[src/rtl/ram_rr_arbiter.sv]
// ram_rr_arbiter: round-robin sequencer sharing one single-port RAM between two requesters; define ARB_STATS_EN for per-port grant counters
module ram_rr_arbiter #(
  parameter int DATA_W = 2,
  parameter int ADDR_W = 2
`ifdef ARB_STATS_EN
  ,
  parameter int CNT_W = 8
`endif
) (
  input  logic              clock,
  input  logic              reset_n,
  input  logic              req0,
  input  logic              req1,
  input  logic              we0,
  input  logic              we1,
  input  logic [ADDR_W-1:0] addr0,
  input  logic [ADDR_W-1:0] addr1,
  input  logic [DATA_W-1:0] wdata0,
  input  logic [DATA_W-1:0] wdata1,
  output logic              done0,
  output logic              done1,
  output logic [DATA_W-1:0] rdata0,
  output logic [DATA_W-1:0] rdata1,
  output logic              ram_en,
  output logic              ram_we,
  output logic [ADDR_W-1:0] ram_addr,
  output logic [DATA_W-1:0] ram_wdata,
`ifdef ARB_STATS_EN
  output logic [CNT_W-1:0]  gcnt0,
  output logic [CNT_W-1:0]  gcnt1,
  input  logic [DATA_W-1:0] ram_rdata
`else
  input  logic [DATA_W-1:0] ram_rdata
`endif
);
  localparam logic [1:0] IDLE = 2'd0, ACCESS = 2'd1, WAIT = 2'd2, RESP = 2'd3;
  logic [1:0] state;
  logic       last_grant;
  logic       gnt;
  logic       l_we;
  logic       pick1;
  // port 1 wins when alone, or when both ask and port 0 was served last
  always_comb pick1 = req1 & (~req0 | ~last_grant);
  // access sequencer: grant, strobe the RAM, capture read data, pulse done
  always_ff @(posedge clock or negedge reset_n) begin
    if (!reset_n) begin
      state      <= IDLE;
      last_grant <= 1'b1;
      gnt        <= 1'b0;
      l_we       <= 1'b0;
      done0      <= 1'b0;
      done1      <= 1'b0;
      rdata0     <= '0;
      rdata1     <= '0;
      ram_en     <= 1'b0;
      ram_we     <= 1'b0;
      ram_addr   <= '0;
      ram_wdata  <= '0;
    end else begin
      case (state)
        IDLE: if (req0 | req1) begin
          state      <= ACCESS;
          gnt        <= pick1;
          last_grant <= pick1;
          l_we       <= pick1 ? we1 : we0;
          ram_en     <= 1'b1;
          ram_we     <= pick1 ? we1 : we0;
          ram_addr   <= pick1 ? addr1 : addr0;
          ram_wdata  <= pick1 ? wdata1 : wdata0;
        end
        ACCESS: begin
          state  <= WAIT;
          ram_en <= 1'b0;
          ram_we <= 1'b0;
        end
        WAIT: begin
          state <= RESP;
          done0 <= ~gnt;
          done1 <= gnt;
          if (!l_we && !gnt) rdata0 <= ram_rdata;
          if (!l_we && gnt) rdata1 <= ram_rdata;
        end
        RESP: begin
          state <= IDLE;
          done0 <= 1'b0;
          done1 <= 1'b0;
        end
        default: begin
          state  <= IDLE;
          ram_en <= 1'b0;
          ram_we <= 1'b0;
          done0  <= 1'b0;
          done1  <= 1'b0;
        end
      endcase
    end
  end
`ifdef ARB_STATS_EN
  // saturating count of completed accesses per port
  always_ff @(posedge clock or negedge reset_n) begin
    if (!reset_n) begin
      gcnt0 <= '0;
      gcnt1 <= '0;
    end else begin
      if (done0 && !(&gcnt0)) gcnt0 <= gcnt0 + CNT_W'(1);
      if (done1 && !(&gcnt1)) gcnt1 <= gcnt1 + CNT_W'(1);
    end
  end
`endif
endmodule
[config.mk]
export PLATFORM = sky130hd
export DESIGN_NAME = ram_rr_arbiter
export DESIGN_NICKNAME = d
export VERILOG_FILES = /design/src/rtl/ram_rr_arbiter.sv
export SDC_FILE = /design/constraint.sdc
export NUM_CORES = 1
export LEC_CHECK = 0
export BUFFER_PORTS_ARGS = -buffer_cell sky130_fd_sc_hd__buf_2
export CAP_MARGIN = 10
export CORE_MARGIN = 5
export CORE_UTILIZATION = 35
export CTS_CLUSTER_DIAMETER = 40
export DETAILED_ROUTE_END_ITERATION = 10
export SLEW_MARGIN = 20
export SYNTH_ARGS = -nofsm -noshare
export SYNTH_HDL_FRONTEND = slang
export SYNTH_SLANG_ARGS = --single-unit
[constraint.sdc]
create_clock -name clock -period 3 [get_ports clock]
set_input_delay 0.15 -clock clock [delete_from_list [all_inputs] [get_ports clock]]
set_output_delay 0.15 -clock clock [all_outputs]
set_load 0.02 [all_outputs]
# Yosys cells after proc, flatten, opt, wreduce, memory -nomap -nowiden
# Cells that the tools add are included.
dict set report totals {
  ff_bits 17
  wordCells 44
  input_bits 16
  out_inout_bits 12
}
dict set report classes {
  bitwise_logic 6
  n_eq_ne 4
  mux 11
  n_reduce_logical 11
}
# op count
set ops {}
lappend ops {{case mux 1 bit (2 select lines)} 4}
lappend ops {{case mux 2 bit (4 select lines)} 1}
lappend ops {{AND reduction 2 bit} 4}
lappend ops {{two-way mux 2 bit} 3}
lappend ops {{equality test 2 bit, second input constant} 2}
lappend ops {{nonzero test 2 bit} 2}
lappend ops {{two-way mux 1 bit} 3}
lappend ops {{NOT 1 bit} 3}
lappend ops {{equality test 2 x 1 -> 1 bit, second input constant} 1}
lappend ops {{logical AND 1 bit} 2}
lappend ops {{logical NOT 1 bit} 2}
lappend ops {{logical NOT 2 bit} 1}
lappend ops {{inequality test 2 bit, second input constant} 1}
lappend ops {{OR 1 bit} 2}
lappend ops {{bitwise AND 1 bit} 1}

# Depth between registers and ports, before layout
# Gate-level depths: netlist (run 1).
dict set report logic_depth {
  ltp_word 6
  mapped_depth 6
  mapped_depth_nobuf 5
}

# Worst setup path after synthesis (run 1)
# OpenSTA, ideal clock, no wires.
dict set report synth_path {
  path_kind {register to register}
  startpoint {register state[0]}
  endpoint {register state[1]}
  setup_ps 128
  arrival_ps 1317
  path_stages_with_launch 5
  synth_period_minus_slack_ps 1445
  setup_slack_ps 1555
  required_time_ps 2872
  cell_sequence {dfrtp_1 inv_1 ha_1 nor3b_2 mux2_1}
}
dict set report synth_between {
  elab_chain_cells 2
  elab_cells_between_ends 6
  classes_between {eq/ne: 4; mux: 1; reduce/logical: 1}
}
# element line_no
set synth_rtl {}
lappend synth_rtl {{from (decl)} 37} ;# logic [1:0] state;
lappend synth_rtl {{from (signal assigned)} 47} ;# state <= IDLE;
lappend synth_rtl {{from (signal assigned)} 62} ;# state <= ACCESS;
lappend synth_rtl {{from (signal assigned)} 72} ;# state <= WAIT;
lappend synth_rtl {{equality test 2 bit, or another cell as far along} 60} ;# case (state)
lappend synth_rtl {{case mux 2 bit (4 select lines) or inequality test 2 bit (tied branches)} n/a}
# Parallel ways exist; a longest one is shown, timed or not.
# A chain may end at the register's enable or synchronous reset.

# Final worst setup path (run 1)
# Ends and elaborated chain as after synthesis.

==> impl_metrics.toml, run 1 <==
[global_route]
grt_pass1_vias = 611
antenna_found_initial = 0
met2_usage = 0.179
grt_max_degree = 18
grtUsageMet1 = 0.114
grt_pass1_wl_um = 2670
grt_usage = 0.104
gr-usage-met3 = 0.0490
busiest_layer = "met2"
overflow = 0

[route]
wl_per_cell_um = 12.7
first_pass_iters = 2
vias = 598
antenna_left = 0
drtIter0Drc = 7
post-route-drc-count = 0
vias_per_cell = 4.71
wl_um = 1610

[floorplanning]
core_region_area_um2 = 2210
die_h_um = 58.0
fp.dieW_um = 58.0
rows = 17
start_util = 0.364
ioPinCount = 28
fp.dieArea_um2 = 3360

[cells_and_area]
layout-drive-gt1-share = 0.384
diodes = 0
fin_util = 0.451
fin_nets = 121
stdcell_count = 127
synthToLayoutAreaGrowth_pct = 23.8
final_common_cell = "buf_2"
final_cell_mix = "27 x buf_2, 16 x dfrtp_1, 7 x mux2i_1, 7 x o21ai_1, 6 x nand2_1"

[worst_setup_path]
required_ns = 3.20
worstSetupPathType = "reg2reg"
critPathMaxFanout = 6
worst_setup_path_start_kind = "register"
cp.arrival_ns = 1.79
cp-end-kind = "register"

[timing]
worstMarginPinSlew_ns = 0.758
whs_ns = 0.0499
finalSetupViolCount = 0
slew_headroom = 0.491
period_needed_ns = 1.59
clock_skew_ns = 0.00742
drv_slew = 0
min_period_over_period = 0.531
finalHoldViolations = 0
fin_setup_tns_ns = 0
fmax_mhz = 628
grt_setup_unrepaired = "false"

[yosys]
yosys.area.top_type = "dfrtp_1"
yosysSeqAreaShare = 0.530
synth_cell_types = 20
synth_area_um2 = 806
netlist.area_leader.share = 0.497
ys_seq_elements = 17
yosys-top-cells-area = "dfrtp_1 50%, mux2i_1 8.7%, ha_1 7.8%, mux2_2 5.6%, o21ai_1 4.3%"
syn_inst = 69
avgSynthCellArea_um2 = 11.7
yosysWarnings = 0
syn_nets = 90

[clock_tree]
cts_setup_buffers = 0
cts_buffers = 3
cts.root.buffer_cell = "clkbuf_4"
clk_pin_slew_worst_paths_ns = 0.11
clk_latency_ns = 0.30
cts_sinks = 17
cts_tree = "built"
hold_buffers = 1
htreeDepth = 1
cts-resized-gates = 0
clock_path_buffers = 2

[pwr]
power.switching_uw = 425
clkPwrFrac = 0.127
combPwrFrac = 0.466
switching_share = 0.418
power_density_nw_per_um2 = 1020
irDropWorstVdd_mv = 0.450
p_leak_uw = 0.000517
p_int_uw = 591
finalPower_uw = 1020
seqPwrFrac = 0.407

[job]
cap_viol_max_count = 0

[placed_design]
port-buffer-count = 27
gp_congestion = 0.800
dpl.hpwl_um = 1250
dp.cells = 122

[run_status]
status = "complete, no violations"

[min_path]
hold_path_class = "in2reg"
-- worst max-delay path, stage by stage, from the launching register on --
cell	delay, ns
dfrtp_1	0.42
inv_1	0.13
ha_1	0.26
nor3b_2	0.33
mux2_1	0.35
-- cells by family (layout without fill, tap and decap cells) --
kind of cell | count (synthesis) | count (layout) | synth area share
simple gates | 13 | 13 | 0.0885
buf+inv | 7 | 37 | 0.0435
flops | 17 | 17 | 0.530
fa+ha+maj | 5 | 5 | 0.0776
compound gates | 15 | 15 | 0.104
mux | 12 | 12 | 0.157
-- cells in the mapped netlist --
master and count:
dfrtp_1 16, mux2i_1 7, buf_6 1, a31oi_1 1, nand3b_1 1, dfstp_2 1, o21ai_1 7, a21oi_1 2
buf_2 1, nand2_1 6, nor3_1 1, o21ai_0 3, ha_1 5, o31ai_1 1, nor2_1 3, inv_1 5
a21bo_1 1, mux2_2 4, mux2_1 1, nor3b_2 2
-- power by group through the flow --
| stage | clock network [uW] | registers, uW | logic, uW |
|---|---|---|---|
| finish | 129 | 414 | 474 |
| global route | 142 | 431 | 527 |
| CTS | 133 | 417 | 483 |
| detailed placement | 0 | 421 | 481 |
| global placement | 0 | 416 | 471 |
| floorplan | 0 | 502 | 255 |
-- layout make-up --
cell class | count | area (um2)
multi-input combinational | 45 | 344
tap | 28 | 35.0
sequential | 17 | 427
clock buffer | 3 | 22.5
clock inverter | 1 | 5.00
fill | 223 | 1210
timing repair buffer | 28 | 145
inverter | 5 | 18.8
-- registers in the layout (all words and copies together), names as in the netlist, 2 cells and up --
signal	count
rdata1	2
rdata0	2
ram_addr	2
state	2
ram_wdata	2
-- worst paths after layout --
path	slack, ns	depth (start not counted)	from	to
max in group asynchronous	2.40	2	reset_n	last_grant$_DFFE_PN1P_
min in group asynchronous	0.28	2	reset_n	done1$_DFFE_PN0P_
hold / removal	0.05	2	req0	last_grant$_DFFE_PN1P_
setup reg to reg	1.41	4	state[0]$_DFFE_PN0P_	state[1]$_DFFE_PN0P_
hold reg to reg	0.50	2	ram_wdata[0]$_DFFE_PN0P_	ram_wdata[0]$_DFFE_PN0P_
setup / recovery	1.41	4	state[0]$_DFFE_PN0P_	state[1]$_DFFE_PN0P_
-- layer usage --
metal / share of wire / up-vias
met4: 0.0075 / 0
met2: 0.50 / 15
met5: 0 / -
met3: 0.060 / 2
li1: - / 295
met1: 0.43 / 286
-- per-stage QoR --
stage                     cell area (um2)  worst slack (ns)
after floorplan                       806              1.56
after global placement                960              1.47
after detailed placement              960              1.42
after CTS                             997              1.40
after global routing                  997              1.31
final                                 997              1.41
Power figures use the tool's default switching activity.
==> inputs of run 2 (changes only) <==
- clock period: 3 -> 1.4 ns (I/O delays scaled with it)
==> impl_metrics.toml, run 2 (synthesis results as in run 1) <==
[run_status]
status = "complete, no violations"

[placed_design]
dpl.hpwl_um = 1300
port-buffer-count = 27
place_ws_ns = 0.00561
dpl-instance-area_um2 = 1030
gp_congestion = 0.693
dp.cells = 130

[timing]
slew_headroom = 0.745
finalHoldViolations = 0
grt_setup_unrepaired = "true"
clock_skew_ns = 0.00235
period_needed_ns = 1.35
setup_slack_ns = 0.0498
drv_slew = 0
worstMarginPinSlew_ns = 0.383
min_period_over_period = 0.964
fmax_mhz = 741
finalSetupViolCount = 0
fin_setup_tns_ns = 0

[pwr]
combPwrFrac = 0.523
seqPwrFrac = 0.370
p_leak_uw = 0.000565
power.switching_uw = 945
clkPwrFrac = 0.107
irDropWorstVdd_mv = 1.06
p_int_uw = 1450
switching_share = 0.395
power_density_nw_per_um2 = 2170

[global_route]
grt_max_degree = 18
grt_pass1_wl_um = 2700
grt_usage = 0.105
antenna_found_initial = 0
overflow = 0
grt_pass1_vias = 655

[route]
wl_um = 1640
wl_per_cell_um = 11.9
antenna_left = 0
vias_per_cell = 4.52
vias = 619
first_pass_iters = 2
drtIter0Drc = 3
post-route-drc-count = 0

[clock_tree]
cts_sinks = 17
clk_latency_ns = 0.28
clk_pin_slew_worst_paths_ns = 0.09
cts_buffers = 3
cts.root.buffer_cell = "clkbuf_4"
htreeDepth = 1
cts_tree = "built"
clock_path_buffers = 2

[worst_setup_path]
cp.buffers_inverters = 1
path_cells = "inv_2 -> ha_2 -> nor3b_4 -> mux2_2"
crit_slowest_cell = "dfrtp_1"
cp.arrival_ns = 1.53
required_ns = 1.58
worst_setup_path_start_kind = "register"
cp-end-kind = "register"
crit_family = "flip-flops"
worstSetupPathType = "reg2reg"
cp_slowest_stage_delay_ns = 0.40
critPathMaxFanout = 4

[floorplanning]
core_region_area_um2 = 2210
rows = 17
ioPinCount = 28
die_h_um = 58.0
fp.dieArea_um2 = 3360
fp.dieW_um = 58.0
start_util = 0.364

[cells_and_area]
layout-drive-gt1-share = 0.450
fin_nets = 131
final_common_cell = "buf_2"
synthToLayoutAreaGrowth_pct = 36.6
final_cell_mix = "27 x buf_2, 16 x dfrtp_1, 9 x buf_4"
diodes = 0
stdcell_area_um2 = 1100
stdcell_count = 137

[job]
cap_viol_max_count = 0

[min_path]
hold_path_class = "in2reg"
[run 2: cell count changes in the layout (fill, tap and decap cells not counted), sizes merged]
cell	delta
buf	+9
clkbuf	+1
clkinv	-1
dlygate4sd3	+1
[run 2: worst paths after layout]
path	startpoint	endpoint	slack, ns	cells after the start
max	state[0]$_DFFE_PN0P_	rdata0[0]$_DFFE_PN0P_	0.05	4
min	ram_rdata[1]	rdata0[1]$_DFFE_PN0P_	0.03	2
max reg2reg	state[0]$_DFFE_PN0P_	rdata0[0]$_DFFE_PN0P_	0.05	4
min reg2reg	ram_addr[1]$_DFFE_PN0P_	ram_addr[1]$_DFFE_PN0P_	0.50	2
max in group asynchronous	reset_n	last_grant$_DFFE_PN1P_	0.86	2
min in group asynchronous	reset_n	rdata1[1]$_DFFE_PN0P_	0.23	2
[run 2: per-stage QoR]
stage	utilization	power [uW]	hold WS [ns]
after global routing	0.498	2630	0.00578
after global placement	0.466	2040	0.0138
after CTS	0.487	2350	0.0202
after floorplan	-	1640	-0.226
final	0.498	2390	0.0278
after detailed placement	0.466	2080	0.0152
[run 2: power groups by stage]
stage	clock [uW]	combinational (uW)	sequential [uW]
after floorplan	0	564	1080
after global placement	0	1160	876
after detailed placement	0	1190	891
after CTS	271	1200	882
after global routing	310	1390	929
final	256	1250	885
[run 2: cell type report]
cell class	count	area [um2]
Clock buffer	4	26.3
Fill cell	223	1110
Inverter	5	18.8
Multi-Input combinational cell	45	372
Sequential cell	17	427
Tap cell	28	35.0
Timing Repair Buffer	38	223
[run 2: what timing repair did]
action,in CTS,in global routing
hold endpoints to repair,17,0
buffers inserted,0,1
gates resized for setup,1,3
pin swaps,0,0
cloned,0,0
hold buffers,2,0
setup endpoints to repair,1,5
[run 2: metal layers]
metal  track usage  vias up  routed length (um)
met5             0        -                   0
met4        0.0596        0                  13
met3        0.0267        2                  85
met2         0.182       11                 894
met1         0.116      289                 644
li1              -      317                   -
